--- config.mk ---
export PLATFORM = sky130hd
export DESIGN_NAME = llr_pair_loader
export DESIGN_NICKNAME = d
export VERILOG_FILES = /design/src/rtl/llr_pair_loader.sv
export SDC_FILE = /design/constraint.sdc
export NUM_CORES = 1
export LEC_CHECK = 0
export CAP_MARGIN = 20
export CORE_MARGIN = 1
export CORE_UTILIZATION = 58
export CTS_CLUSTER_SIZE = 30
export DETAILED_ROUTE_END_ITERATION = 10
export PLACE_DENSITY = 0.83
export SKIP_CTS_REPAIR_TIMING = 1
export SLEW_MARGIN = 15
export SYNTH_ARGS = -nofsm -noshare
export SYNTH_HDL_FRONTEND = slang
export SYNTH_SLANG_ARGS = --single-unit
export TNS_END_PERCENT = 50
--- constraint.sdc ---
create_clock -name clk -period 4.8 [get_ports clk]
set_input_delay 0.72 -clock clk [delete_from_list [all_inputs] [get_ports clk]]
set_output_delay 0.72 -clock clk [all_outputs]
set_load 0.05 [all_outputs]
--- src/rtl/llr_pair_loader.sv ---
// llr_pair_loader
// Channel-LLR front end of the polar decoder. Collects one frame of N LLRs
// from a serial stream into an internal buffer, then presents the N/2
// stage-0 operand pairs (LLR[k], LLR[k+N/2]) to the f/g-node units.
//
// Build option: define LLR_CLAMP_EN to store the most-negative input code
// as (most-negative + 1), so downstream negation can never overflow.
//
// Handshake rule (both ports): a transfer happens on a rising clk edge where
// valid && ready are both high. A producer holding valid keeps its data
// stable until that edge; this block never drops out_valid or changes the
// pair without a transfer.
//
// Ports
//   clk, rst         clock, asynchronous active-high reset
//   in_valid/ready   input LLR stream handshake, in_llr is the LLR
//   out_valid/ready  output pair handshake
//   out_x, out_y     LLR[k], LLR[k+N/2]
//   out_idx          pair index k
//   out_last         high with out_valid on k = N/2-1
//   fsm_state        debug view of the FSM (0 = LOAD, 1 = EMIT)
`ifndef SIZE
`define SIZE 8
`endif

module llr_pair_loader #(
  parameter int N = 8,
  localparam int IW = $clog2(N / 2),
  localparam int WW = IW + 1
) (
  input  logic              clk,
  input  logic              rst,
  input  logic              in_valid,
  output logic              in_ready,
  input  logic [`SIZE-1:0]  in_llr,
  output logic              out_valid,
  input  logic              out_ready,
  output logic [`SIZE-1:0]  out_x,
  output logic [`SIZE-1:0]  out_y,
  output logic [IW-1:0]     out_idx,
  output logic              out_last,
  output logic              fsm_state
);

  localparam int SZ = `SIZE;

  typedef enum logic {
    LOAD = 1'b0,
    EMIT = 1'b1
  } state_t;

  state_t          state;
  logic [WW-1:0]   wr_cnt;
  logic [IW-1:0]   rd_cnt;
  logic [SZ-1:0]   llr_buf [N];
  logic [SZ-1:0]   store_llr;
  logic            in_hs;
  logic            out_hs;
  logic            rd_at_end;

`ifdef LLR_CLAMP_EN
  localparam logic [SZ-1:0] MOST_NEG = {1'b1, {(SZ - 1){1'b0}}};
  localparam logic [SZ-1:0] CLAMPED  = {1'b1, {(SZ - 2){1'b0}}, 1'b1};
  assign store_llr = (in_llr == MOST_NEG) ? CLAMPED : in_llr;
`else
  assign store_llr = in_llr;
`endif

  assign in_hs     = in_valid && in_ready;
  assign out_hs    = out_valid && out_ready;
  assign rd_at_end = (rd_cnt == IW'(N / 2 - 1));

  always_ff @(posedge clk or posedge rst) begin
    if (rst) begin
      state     <= LOAD;
      wr_cnt    <= '0;
      rd_cnt    <= '0;
      in_ready  <= 1'b1;
      out_valid <= 1'b0;
    end else begin
      case (state)
        LOAD: begin
          if (in_hs) begin
            if (wr_cnt == WW'(N - 1)) begin
              wr_cnt    <= '0;
              rd_cnt    <= '0;
              state     <= EMIT;
              in_ready  <= 1'b0;
              out_valid <= 1'b1;
            end else begin
              wr_cnt <= wr_cnt + WW'(1);
            end
          end
        end
        EMIT: begin
          if (out_hs) begin
            if (rd_at_end) begin
              rd_cnt    <= '0;
              state     <= LOAD;
              in_ready  <= 1'b1;
              out_valid <= 1'b0;
            end else begin
              rd_cnt <= rd_cnt + IW'(1);
            end
          end
        end
        default: begin
          state     <= LOAD;
          in_ready  <= 1'b1;
          out_valid <= 1'b0;
        end
      endcase
    end
  end

  // Frame storage carries no reset: its contents only matter between the
  // N-th write and the last pair read.
  always_ff @(posedge clk) begin
    if (in_hs) begin
      llr_buf[wr_cnt] <= store_llr;
    end
  end

  // N/2 is a power of two, so k and k+N/2 differ only in the top index bit.
  assign out_x     = llr_buf[{1'b0, rd_cnt}];
  assign out_y     = llr_buf[{1'b1, rd_cnt}];
  assign out_idx   = rd_cnt;
  assign out_last  = out_valid && rd_at_end;
  assign fsm_state = state;

endmodule

==> impl_results.md <==
* Antenna cells at 0
* Root buf cell: clkbuf_8
* Req. time, crit path at roughly 4100 ps
* Worst setup margin at 1350 ps
* Skew final at 7.06 ps
* Hold Crit Class: flip-flop to flip-flop
* RSZ-0062 raised after global routing: no
* Final hold violations at 0
* Worst Setup End Kind: output pin
* Post-synth cell types at 21
* Port buffer count at 33
* I/O pin count at 34
* # DRC at 2
* Num CTS Buffers at 9
* Final clock period utilization by the worst path at 71.9%
* TritonRoute pass-1 iters at 8
* Type of origin of the critical path: flip-flop
* Die area at just over 5000 um^2
* Initial antenna violation count at 0
* Vias in the first global route at 1352
* Worst-Skew Late Latency at 330 ps
* Vias per inst at 5.85
* Crit-path slowest cell: dfrtp_1
* Longest Clk Path Bufs at 2
* Pre-CTS setup slack at 1660 ps
* CTS H-Tree Depth at 3
* Die width at 71.2 um
* Wire length per cell at 19.2 um
* 1st-iter DRT viols at 79
* Layout Area Growth over Synthesis at 20.9%
* Syn Inst Count at around 130
* Routability cong. at 0.781
* Placed Instance Area at 3150 um^2
* Mapped cell area at roughly 2800 um^2
* Pin count of the biggest net entering global routing at 21
* Fin crit period at 3450 ps
* Vias at 1346
* Maximum vdd drop at ~180 uV
* Sum of negative setup slack at 0 ps
* Initial Util at 62.1%
* Max-Cap Viols at 0
* Layout filler cell count at 248
* PwrDens at 358 nW/um^2
* CTS tree: done
* Commonest non-fill, non-tap cell in the layout: edfxtp_1
* DP Wirelength at approximately 2.9 mm
* CP Class: flip-flop to output pin
* Static leakage at ~1.1 nW
* Finished Cell Area at 3360 um^2
* Yosys warnings at 0
* Final Max Tran Viols at 0
* Core ar. at roughly 4500 um^2
* Violated checks: design-rule violations
* Mapped Avg Cell Area at 21.2 um^2
* Critical Path Fanout Max at 20
* Number of synthesized register bits at 72
* Status: finished, violations left
* Syn Nets at 146
* Total grt overflow at 0
* Fin util at 75.1%
* Clk sinks at 72
* Slew headroom at between 30 and 40%
* Clock slew at reported path FFs at 70 ps
* NumNets Final at about 190
* CP arrival at 2730 ps
* Reg2reg setup slack at 2710 ps
* Die height at just over 70 um
* Final WL at 4.42 mm
* First-pass GRT wire length at 6.99 mm
* Layout cells sized above 1 at between 10% and 20%
* Setup-failing EPs final at 0
* Slowest stage delay, CP at 1010 ps
* Seq/Total Area, Yosys at ~76%
* FP Rows at 24
* Max Clk Rate at 290 MHz
* Overall Global Routing Usage at about 20%
* Crit-path cells: mux4_1, clkdlybuf4s50_1
* Most frequent cells in the layout: edfxtp_1, clkdlybuf4s50_1, clkbuf_8
* Antenna viol nets, final at 0
* Tightest Pin Transition at 1010 ps
flip-flops by register name (all words and copies together) (netlist names):
name and count:
fsm_state 1, in_ready 1, llr_buf 64, out_valid 1, wr_cnt 3, out_idx 2
final timing paths:
path	cells after the start	end	from
max in group asynchronous	2	in_ready$_DFFE_PP1P_	rst
worst max register to register	4	llr_buf[0][2]$_DFFE_PP_	in_ready$_DFFE_PP1P_
worst min register to register	2	in_ready$_DFFE_PP1P_	in_ready$_DFFE_PP1P_
min in group asynchronous	2	wr_cnt[2]$_DFFE_PP0P_	rst
worst max-delay path	2	out_x[7]	out_idx[0]$_DFFE_PP0P_
worst min-delay path	2	in_ready$_DFFE_PP1P_	in_ready$_DFFE_PP1P_
worst max-delay path: cells and delay by family, from the launching register on:
family                 cells  cell delay (ps)
buffers and inverters      1              720
multiplexers               1              660
flip-flops                 1             1010
area by class of cell:
cell class / instances / area, um^2 / area share, %
Timing Repair Buffer: 35 / 345 / 10.3
Tap cell: 52 / 65.1 / 1.94
Sequential cell: 72 / 2120 / 63.2
Clock buffer: 10 / 128 / 3.80
Clock inverter: 6 / 83.8 / 2.50
Inverter: 2 / 7.51 / 0.223
Multi-Input combinational cell: 53 / 607 / 18.1
synth_stat cells:
cell type   n  area share, %
buf_12      1           0.72
nor2_1      8            1.1
nand4_1     1           0.23
nand2b_1    2           0.45
o21ai_0     2           0.36
dfstp_2     1           0.95
nand2_1     8            1.1
edfxtp_1   64             69
nor3_1      2           0.36
mux2_2      3            1.2
dfrtp_1     7            6.3
ha_1        3            1.4
and2_1      1           0.23
or2_2       1           0.23
buf_2       2           0.36
nand4b_1    1           0.32
mux4_2      8            6.5
inv_1       2           0.27
nand3_1     5           0.90
buf_6       1           0.41
mux4_1      8            7.6
through the flow:
step                hold slack, ps  total power [mW]  instances
floorplan                      525             0.696        131
global placement               477             0.711        214
detailed placement             495             0.712        214
CTS                            505              1.21        230
global route                   549              1.23        230
finish                         505              1.20        230
power breakdown:
| group | switching (mW) | internal (mW) |
|---|---|---|
| sequential | 0 | 0.681 |
| combinational | 0.00910 | 0.00799 |
| clock | 0.212 | 0.291 |
| total | 0.221 | 0.980 |
logic make-up after synthesis:
| group | share of synthesized area [%] |
|---|---|
| AOI/OAI and AO/OA | 0.360 |
| DFF | 76.4 |
| muxes | 15.3 |
| buffers and inverters | 1.76 |
| and+or+nand+nor | 4.86 |
| adders and majority gates | 1.35 |
layer usage:
| metal | track usage [%] | up-vias | share of wire (%) |
|---|---|---|---|
| li1 | - | 621 | - |
| met1 | 25.3 | 675 | 42 |
| met2 | 32.3 | 46 | 52 |
| met3 | 6.19 | 4 | 5.2 |
| met4 | 9.78 | 0 | 0.77 |
| met5 | 0 | - | 0 |
No activity file was read; power rests on OpenSTA's default activity.
